[src/rtl/risc32_io_pkg.sv]
// rtl/risc32_io_pkg.sv - shared encodings for the Risc32 I/O bridge
package risc32_io_pkg;

  typedef enum logic [1:0] {
    ST_IDLE = 2'd0,
    ST_REQ  = 2'd1,
    ST_DONE = 2'd2
  } io_state_t;

  localparam logic [2:0] SIZE_B  = 3'b000;
  localparam logic [2:0] SIZE_H  = 3'b001;
  localparam logic [2:0] SIZE_W  = 3'b010;
  localparam logic [2:0] SIZE_BU = 3'b100;
  localparam logic [2:0] SIZE_HU = 3'b101;

  typedef enum logic [2:0] {
    ERR_NONE     = 3'd0,
    ERR_DECODE   = 3'd1,
    ERR_MISALIGN = 3'd2,
    ERR_BOTH_EN  = 3'd3,
    ERR_TIMEOUT  = 3'd4
  } io_err_t;

  // Reserved size codes (011, 11x) count as misaligned so they always fault.
  function automatic logic size_misaligned(input logic [2:0] size, input logic [1:0] lo);
    logic bad;
    case (size)
      SIZE_B, SIZE_BU: bad = 1'b0;
      SIZE_H, SIZE_HU: bad = lo[0];
      SIZE_W:          bad = (lo != 2'b00);
      default:         bad = 1'b1;
    endcase
    return bad;
  endfunction

endpackage

[src/rtl/risc32_io_bridge_if.sv]
// rtl/risc32_io_bridge_if.sv - core-side and channel-side bus bundles of the I/O bridge
interface risc32_io_core_if #(
  parameter int DATA_W = 32
);
  logic [31:0]       io_address;
  logic [DATA_W-1:0] io_write_value;
  logic [DATA_W-1:0] io_read_value;
  logic              io_write_en;
  logic              io_read_en;
  logic [2:0]        io_data_size;
  logic              io_stall;
  logic              io_error;

  modport master (
    output io_address, io_write_value, io_write_en, io_read_en, io_data_size,
    input  io_read_value, io_stall, io_error
  );
  modport slave (
    input  io_address, io_write_value, io_write_en, io_read_en, io_data_size,
    output io_read_value, io_stall, io_error
  );
endinterface

interface risc32_io_ch_if #(
  parameter int NUM_CH       = 4,
  parameter int DATA_W       = 32,
  parameter int CH_ADDR_BITS = 12
);
  logic [NUM_CH-1:0]        ch_req;
  logic [CH_ADDR_BITS-1:0]  ch_addr;
  logic [DATA_W-1:0]        ch_wdata;
  logic                     ch_we;
  logic [2:0]               ch_size;
  logic [NUM_CH-1:0]        ch_ready;
  logic [NUM_CH*DATA_W-1:0] ch_rdata;

  modport master (
    output ch_req, ch_addr, ch_wdata, ch_we, ch_size,
    input  ch_ready, ch_rdata
  );
  modport slave (
    input  ch_req, ch_addr, ch_wdata, ch_we, ch_size,
    output ch_ready, ch_rdata
  );
endinterface

[src/rtl/risc32_io_decode.sv]
// rtl/risc32_io_decode.sv - combinational window hit, channel index, offset and alignment check
module risc32_io_decode
  import risc32_io_pkg::*;
#(
  parameter int          NUM_CH       = 4,
  parameter int          CH_ADDR_BITS = 12,
  parameter logic [31:0] BASE_ADDR    = 32'h8000_0000,
  localparam int         IDX_W        = (NUM_CH > 1) ? $clog2(NUM_CH) : 1
) (
  input  logic [31:0]             address,
  input  logic [2:0]              size,
  output logic                    hit,
  output logic [IDX_W-1:0]        idx,
  output logic [CH_ADDR_BITS-1:0] offset,
  output logic                    misalign
);
  localparam int TAG_LSB = CH_ADDR_BITS + IDX_W;

  assign idx      = address[CH_ADDR_BITS +: IDX_W];
  assign offset   = address[CH_ADDR_BITS-1:0];
  assign hit      = (address[31:TAG_LSB] == BASE_ADDR[31:TAG_LSB]) &&
                    (32'(idx) < $unsigned(NUM_CH));
  assign misalign = size_misaligned(size, address[1:0]);

endmodule

[src/rtl/risc32_io_bridge.sv]
// rtl/risc32_io_bridge.sv - Risc32 data-port to NUM_CH peripheral channel bridge
// Decodes core accesses, holds one channel request until ready or timeout, stalls the core.
module risc32_io_bridge
  import risc32_io_pkg::*;
#(
  parameter int          NUM_CH       = 4,
  parameter int          DATA_W       = 32,
  parameter int          CH_ADDR_BITS = 12,
  parameter logic [31:0] BASE_ADDR    = 32'h8000_0000,
  parameter int          TIMEOUT      = 15
) (
  input logic            clk,
  input logic            rst_n,
  risc32_io_core_if.slave core,
  risc32_io_ch_if.master  ch
);
  localparam int IDX_W = (NUM_CH > 1) ? $clog2(NUM_CH) : 1;

  io_state_t               state_q, state_d;
  io_err_t                 cause;
  logic [IDX_W-1:0]        idx_q;
  logic [7:0]              cnt_q;
  logic                    err_q;
  logic [DATA_W-1:0]       rdata_q;
  logic                    hit, misalign;
  logic [IDX_W-1:0]        dec_idx;
  logic [CH_ADDR_BITS-1:0] dec_off;
  logic                    en, start, ready, expire;

  risc32_io_decode #(
    .NUM_CH       (NUM_CH),
    .CH_ADDR_BITS (CH_ADDR_BITS),
    .BASE_ADDR    (BASE_ADDR)
  ) u_decode (
    .address  (core.io_address),
    .size     (core.io_data_size),
    .hit      (hit),
    .idx      (dec_idx),
    .offset   (dec_off),
    .misalign (misalign)
  );

  // Gating with rst_n keeps stall/error quiet while reset is held with a request pending.
  assign en     = rst_n && (core.io_read_en || core.io_write_en);
  assign ready  = ch.ch_ready[idx_q];
  assign expire = (cnt_q == 8'(TIMEOUT - 1));

  always_ff @(posedge clk) begin
    if (!rst_n) state_q <= ST_IDLE;
    else        state_q <= state_d;
  end

  always_comb begin
    state_d            = state_q;
    start              = 1'b0;
    cause              = ERR_NONE;
    core.io_stall      = 1'b0;
    core.io_read_value = '0;
    ch.ch_req          = '0;
    case (state_q)
      ST_IDLE: begin
        if (en) begin
          if (!hit)                                        cause = ERR_DECODE;
          else if (misalign)                               cause = ERR_MISALIGN;
          else if (core.io_read_en && core.io_write_en)    cause = ERR_BOTH_EN;
          else begin
            start         = 1'b1;
            core.io_stall = 1'b1;
            state_d       = ST_REQ;
          end
        end
      end
      ST_REQ: begin
        core.io_stall    = 1'b1;
        ch.ch_req[idx_q] = 1'b1;
        if (ready || expire) state_d = ST_DONE;
      end
      ST_DONE: begin
        core.io_read_value = rdata_q;
        if (err_q) cause = ERR_TIMEOUT;
        state_d = ST_IDLE;
      end
      default: state_d = ST_IDLE;
    endcase
    core.io_error = (cause != ERR_NONE);
  end

  always_ff @(posedge clk) begin
    if (!rst_n) begin
      idx_q       <= '0;
      cnt_q       <= '0;
      err_q       <= 1'b0;
      rdata_q     <= '0;
      ch.ch_addr  <= '0;
      ch.ch_wdata <= '0;
      ch.ch_we    <= 1'b0;
      ch.ch_size  <= '0;
    end else begin
      if (start) begin
        idx_q       <= dec_idx;
        cnt_q       <= '0;
        err_q       <= 1'b0;
        ch.ch_addr  <= dec_off;
        ch.ch_wdata <= core.io_write_value;
        ch.ch_we    <= core.io_write_en;
        ch.ch_size  <= core.io_data_size;
      end
      if (state_q == ST_REQ) begin
        cnt_q <= cnt_q + 8'd1;
        // Ready has priority over a timeout landing in the same cycle.
        if (ready) begin
          rdata_q <= ch.ch_we ? '0 : ch.ch_rdata[idx_q*DATA_W +: DATA_W];
        end else if (expire) begin
          rdata_q <= '0;
          err_q   <= 1'b1;
        end
      end
      if (state_q == ST_DONE) begin
        err_q <= 1'b0;
        cnt_q <= '0;
      end
    end
  end

endmodule
[src/flat_wrapper.sv]
// flat-port wrapper written by rule: the top's interface ports become plain ports
module risc32_io_bridge_flat import risc32_io_pkg::*;
#(
  parameter int          NUM_CH       = 4,
  parameter int          DATA_W       = 32,
  parameter int          CH_ADDR_BITS = 12,
  parameter logic [31:0] BASE_ADDR    = 32'h8000_0000,
  parameter int          TIMEOUT      = 15
)
  (clk, rst_n, core_io_address, core_io_write_value, core_io_write_en, core_io_read_en, core_io_data_size, core_io_read_value, core_io_stall, core_io_error, ch_ch_req, ch_ch_addr, ch_ch_wdata, ch_ch_we, ch_ch_size, ch_ch_ready, ch_ch_rdata);
  risc32_io_core_if #(.DATA_W(DATA_W)) core_i ();
  risc32_io_ch_if #(.NUM_CH(NUM_CH), .DATA_W(DATA_W), .CH_ADDR_BITS(CH_ADDR_BITS)) ch_i ();
  input logic clk;
  input logic rst_n;
  input wire logic [$bits(core_i.io_address)-1:0] core_io_address;
  input wire logic [$bits(core_i.io_write_value)-1:0] core_io_write_value;
  input wire logic [$bits(core_i.io_write_en)-1:0] core_io_write_en;
  input wire logic [$bits(core_i.io_read_en)-1:0] core_io_read_en;
  input wire logic [$bits(core_i.io_data_size)-1:0] core_io_data_size;
  output wire logic [$bits(core_i.io_read_value)-1:0] core_io_read_value;
  output wire logic [$bits(core_i.io_stall)-1:0] core_io_stall;
  output wire logic [$bits(core_i.io_error)-1:0] core_io_error;
  output wire logic [$bits(ch_i.ch_req)-1:0] ch_ch_req;
  output wire logic [$bits(ch_i.ch_addr)-1:0] ch_ch_addr;
  output wire logic [$bits(ch_i.ch_wdata)-1:0] ch_ch_wdata;
  output wire logic [$bits(ch_i.ch_we)-1:0] ch_ch_we;
  output wire logic [$bits(ch_i.ch_size)-1:0] ch_ch_size;
  input wire logic [$bits(ch_i.ch_ready)-1:0] ch_ch_ready;
  input wire logic [$bits(ch_i.ch_rdata)-1:0] ch_ch_rdata;
  assign core_i.io_address = core_io_address;
  assign core_i.io_write_value = core_io_write_value;
  assign core_i.io_write_en = core_io_write_en;
  assign core_i.io_read_en = core_io_read_en;
  assign core_i.io_data_size = core_io_data_size;
  assign core_io_read_value = core_i.io_read_value;
  assign core_io_stall = core_i.io_stall;
  assign core_io_error = core_i.io_error;
  assign ch_ch_req = ch_i.ch_req;
  assign ch_ch_addr = ch_i.ch_addr;
  assign ch_ch_wdata = ch_i.ch_wdata;
  assign ch_ch_we = ch_i.ch_we;
  assign ch_ch_size = ch_i.ch_size;
  assign ch_i.ch_ready = ch_ch_ready;
  assign ch_i.ch_rdata = ch_ch_rdata;
  risc32_io_bridge #(.NUM_CH(NUM_CH), .DATA_W(DATA_W), .CH_ADDR_BITS(CH_ADDR_BITS), .BASE_ADDR(BASE_ADDR), .TIMEOUT(TIMEOUT)) u_core (.clk(clk), .rst_n(rst_n), .core(core_i), .ch(ch_i));
endmodule
[config.mk]
export PLATFORM = sky130hd
export DESIGN_NAME = risc32_io_bridge_flat
export DESIGN_NICKNAME = d
export VERILOG_FILES = /design/src/rtl/risc32_io_pkg.sv /design/src/rtl/risc32_io_bridge_if.sv /design/src/rtl/risc32_io_decode.sv /design/src/rtl/risc32_io_bridge.sv /design/src/flat_wrapper.sv
export SDC_FILE = /design/constraint.sdc
export NUM_CORES = 1
export LEC_CHECK = 0
export CAP_MARGIN = 30
export CORE_MARGIN = 2
export CORE_UTILIZATION = 37
export CTS_CLUSTER_SIZE = 28
export DETAILED_ROUTE_END_ITERATION = 6
export DONT_BUFFER_PORTS = 1
export GPL_ROUTABILITY_DRIVEN = 0
export PLACE_DENSITY = 0.54
export SETUP_SLACK_MARGIN = 0.02
export SLEW_MARGIN = 10
export SYNTH_ARGS = -nofsm -noshare
export SYNTH_HDL_FRONTEND = slang
export SYNTH_SLANG_ARGS = --single-unit
[constraint.sdc]
create_clock -name clk -period 1.8 [get_ports clk]
set_input_delay 0.18 -clock clk [delete_from_list [all_inputs] [get_ports clk]]
set_output_delay 0.18 -clock clk [all_outputs]
set_load 0.02 [all_outputs]
==> impl_metrics.prom <==
# TYPE chip_impl_metric gauge
chip_impl_info{name="outcome",value="completed"} 1
chip_impl_info{name="critical_path.startpoint",value="u_core.idx_q[0]"} 1
chip_impl_metric{name="antenna_found_initial",unit=""} 0
chip_impl_info{name="unrepaired_setup_endpoints_after_global_routing",value="yes"} 1
chip_impl_metric{name="final-max-slew-violation-count",unit=""} 0
chip_impl_metric{name="multi_input_gate_area",unit="um2"} 2660
chip_impl_info{name="critical_path_destination",value="u_core.rdata_q[26]"} 1
chip_impl_metric{name="cts_made_buffers",unit=""} 9
chip_impl_metric{name="dr_total_vias",unit=""} 3876
chip_impl_metric{name="finClkSkew",unit="ns"} 0.00950
chip_impl_metric{name="crit_required",unit="ns"} 2.08
chip_impl_metric{name="layout-area-overhead-vs-synth",unit="%"} 28.0
chip_impl_metric{name="mappedNetlistArea",unit="um2"} 4710
chip_impl_metric{name="clock_path_buffers",unit=""} 2
chip_impl_metric{name="die_h",unit="um"} 117
chip_impl_info{name="regToRegEndpoint",value="u_core.rdata_q[26]"} 1
chip_impl_metric{name="total_stage_count_of_the_critical_path",unit=""} 5
chip_impl_metric{name="maxClockFrequency",unit="MHz"} 560
chip_impl_info{name="timing.critical_path.slowest_stage_cell",value="mux4_2"} 1
chip_impl_metric{name="die_area",unit="um2"} 13700
chip_impl_metric{name="count_of_buffer_and_inverter_cells_on_the_critical_path",unit=""} 1
chip_impl_metric{name="start_util",unit="%"} 37.7
chip_impl_metric{name="dr.first_iter.drc_count",unit=""} 221
chip_impl_metric{name="critical_path_arrival",unit="ns"} 2.06
chip_impl_info{name="cts_tree",value="built"} 1
chip_impl_info{name="ys_dominant_reg_cell",value="dfxtp_1"} 1
chip_impl_metric{name="clock_sink_count",unit=""} 93
chip_impl_metric{name="max-vdd-ir-drop",unit="uV"} 371
chip_impl_info{name="synth_area_leader_cell",value="dfxtp_1"} 1
chip_impl_metric{name="worstPathMaxFanout",unit=""} 16
chip_impl_metric{name="post-layout-total-power",unit="mW"} 4.31
chip_impl_info{name="min_path_type",value="input pin to flop"} 1
chip_impl_metric{name="fin_crit_sh",unit="%"} 99.2
chip_impl_metric{name="grt_pass1_wl",unit="um"} 20000
chip_impl_metric{name="netlist-cell-type-count",unit=""} 47
chip_impl_metric{name="worst_skew_pair.late_latency",unit="ns"} 0.34
chip_impl_metric{name="nNetsFinal",unit=""} 728
chip_impl_metric{name="wirelength",unit="um"} 14200
chip_impl_metric{name="ratio_of_total_power_to_cell_area",unit="nW/um2"} 714
chip_impl_info{name="layout_commonest_cell",value="nand2_1"} 1
chip_impl_metric{name="fillers",unit=""} 1171
chip_impl_metric{name="pin_count_of_the_biggest_net_entering_global_routing",unit=""} 74
chip_impl_metric{name="seq_area_frac_synth",unit="%"} 39.5
chip_impl_metric{name="grt_util_all_layers",unit="%"} 19.2
chip_impl_metric{name="std_cell_rows",unit=""} 41
chip_impl_metric{name="drtPass1Iterations",unit=""} 4
chip_impl_metric{name="postSynth.asyncResetShare",unit="%"} 0
chip_impl_metric{name="synth_top_cell_area_share",unit="%"} 39.5
chip_impl_metric{name="reg2regPathDepth",unit=""} 5
chip_impl_metric{name="synth.net_count",unit=""} 666
chip_impl_metric{name="period_needed",unit="ns"} 1.79
chip_impl_metric{name="route.detailed.wl_per_inst",unit="um"} 20.3
chip_impl_metric{name="yosysWarnings",unit=""} 0
chip_impl_metric{name="postLayoutSetupSlackWorst",unit="ns"} 0.0144
chip_impl_metric{name="ant_nets",unit=""} 0
chip_impl_metric{name="postSynthAreaPerCell",unit="um2"} 10.2
chip_impl_metric{name="grt_pass1_vias",unit=""} 3885
chip_impl_metric{name="report.final.setup_viol",unit=""} 0
chip_impl_info{name="crit_chain",value="mux4_2 -> a21o_1 -> a21oi_4 -> clkbuf_16 -> a22o_1"} 1
chip_impl_metric{name="cap_violations",unit=""} 0
chip_impl_metric{name="core_area",unit="um2"} 12500
chip_impl_metric{name="worst_slew_margin_rel",unit="%"} 68.2
chip_impl_metric{name="number_of_synthesized_flops_with_an_enable_pin",unit=""} 0
chip_impl_metric{name="reg2reg_setup_slack",unit="ns"} 0.01
chip_impl_info{name="ys_top_cells_by_area",value="dfxtp_1 40%, mux4_2 16%, mux2i_1 8.3%"} 1
chip_impl_info{name="cp_top_family",value="compound AO/OA/AOI/OAI gates"} 1
chip_impl_metric{name="drt_drc_violations_left",unit=""} 0
chip_impl_metric{name="synth_cells",unit=""} 461
chip_impl_info{name="timing.critical_path.to_type",value="flop"} 1
chip_impl_metric{name="n_antenna_cell",unit=""} 0
chip_impl_metric{name="seqCellArea",unit="um2"} 1870
chip_impl_metric{name="whs",unit="ns"} 0.00402
chip_impl_metric{name="hpwlAfterDp",unit="um"} 9630
chip_impl_metric{name="final_layout_size_suffix_gt1_share",unit="%"} 18.0
chip_impl_info{name="setup.worst_path.start_class",value="flop"} 1
chip_impl_metric{name="num_io_pins",unit=""} 289
chip_impl_info{name="holdCritStartpoint",value="core_io_write_value[26]"} 1
chip_impl_metric{name="vias_per_cell",unit=""} 5.54
chip_impl_info{name="regToRegStartpoint",value="u_core.idx_q[0]"} 1
chip_impl_info{name="clock_root_buffer",value="clkbuf_16"} 1
chip_impl_metric{name="placement.io_buffers",unit=""} 0
chip_impl_metric{name="clk_pin_slew_worst_paths",unit="ns"} 0.06
chip_impl_metric{name="pre_cts_ws",unit="ns"} -0.0216
chip_impl_metric{name="global_route.overflow_total",unit=""} 0
chip_impl_metric{name="timing.final.hold_violations",unit=""} 0
chip_impl_metric{name="place.detailed.instances",unit=""} 616
chip_impl_metric{name="number_of_flip_flops_and_latches_in_the_synthesized_netlist",unit=""} 93
chip_impl_metric{name="die_w",unit="um"} 117
chip_impl_info{name="crit_type",value="flop to flop"} 1
chip_impl_metric{name="htree_levels",unit=""} 3
chip_impl_info{name="most-common-layout-cells",value="101 x nand2_1, 90 x dfxtp_1, 56 x dlygate4sd3_1"} 1
chip_impl_metric{name="leakage_power",unit="nW"} 2.11
chip_impl_metric{name="finalNonFillerCells",unit=""} 700
chip_impl_metric{name="worstMarginPinSlew",unit="ns"} 0.477
chip_impl_metric{name="critical_path.max_stage_delay",unit="ns"} 0.53
[registers in the layout, indices dropped and copies added (netlist names)]
name,cells
u_core.ch.ch_wdata,32
u_core.rdata_q,32
u_core.ch.ch_addr,12
u_core.cnt_q,8
u_core.ch.ch_size,3
u_core.idx_q,2
u_core.state_q,2
u_core.ch.ch_we,1
u_core.err_q,1
[repair_timing]
item	4_1_cts	5_1_grt
endpoints found under the hold margin	52	0
gates resized for setup	3	4
hold buffers	57	0
cloned	0	3
setup endpoints to repair	14	36
pin swaps	2	17
setup buffers	2	6
[kinds of logic after synthesis]
family | after synthesis | synth area share [%]
AND/OR/NAND/NOR | 180 | 18.9
flip-flops | 93 | 39.5
multiplexers | 72 | 24.1
AO/OA/AOI/OAI | 70 | 12.1
buffers and inverters | 42 | 4.57
XOR/XNOR | 2 | 0.372
adder cells (fa/ha/maj) | 2 | 0.531
[cell type report]
cell class / instances / share of cell area [%]
multi-input cells: 326 / 44.1
flip-flops and latches: 93 / 31.0
repair buffers: 89 / 16.0
clock buffers: 10 / 3.96
well taps: 172 / 3.57
clock inverters: 6 / 1.14
inverters: 4 / 0.249
[metal layers]
layer,global-route usage [%],vias up,part of all wire [%]
li1,-,1807,-
met1,22.6,1852,40
met2,34.1,200,50
met3,5.05,17,8.5
met4,5.88,0,1.6
met5,0,-,0
[synthesized netlist by cell type, drive strengths merged, types with 6 or more instances]
cell type,instances
o2bb2ai,11
mux2i,39
nand4,6
and2,32
nor2,7
buf,18
nor4,7
a22o,32
dfxtp,93
clkbuf,20
nand2,102
mux4,33
[worst register-to-register path, cell delays in order (launching register included)]
cell       delay, ns
dfxtp_4         0.35
mux4_2          0.53
a21o_1          0.22
a21oi_4         0.26
clkbuf_16       0.24
a22o_1          0.15
[worst min path at each step]
stage                        endpoint  slack [ns]  cells past startpoint
2_1_floorplan   u_core.ch.ch_addr[11]        0.30                      1
4_1_cts         u_core.ch.ch_addr[10]       0.003                      2
5_1_grt        u_core.ch.ch_wdata[26]       0.006                      2
3_3_place_gp    u_core.ch.ch_wdata[6]        0.30                      1
3_5_place_dp   u_core.ch.ch_wdata[10]        0.30                      1
6_report       u_core.ch.ch_wdata[26]       0.004                      2
[power by group]
part	internal [mW]	total, mW	switching [mW]	leakage [nW]
sequential	2.05	2.05	0.00000399	0.750
combinational	0.180	0.293	0.113	1.20
clock	1.13	1.96	0.832	0.150
total	3.36	4.31	0.945	2.11
[through the flow]
step	utilization (%)	instance area (um2)	setup TNS, ns
finish	48.2	6030	0
global route	48.2	6030	-0.906
CTS	47.1	5900	0
detailed placement	39.8	4980	-0.0297
global placement	39.8	4980	0
floorplan	-	4710	0
Note: power is estimated with default switching activity, not from simulation.
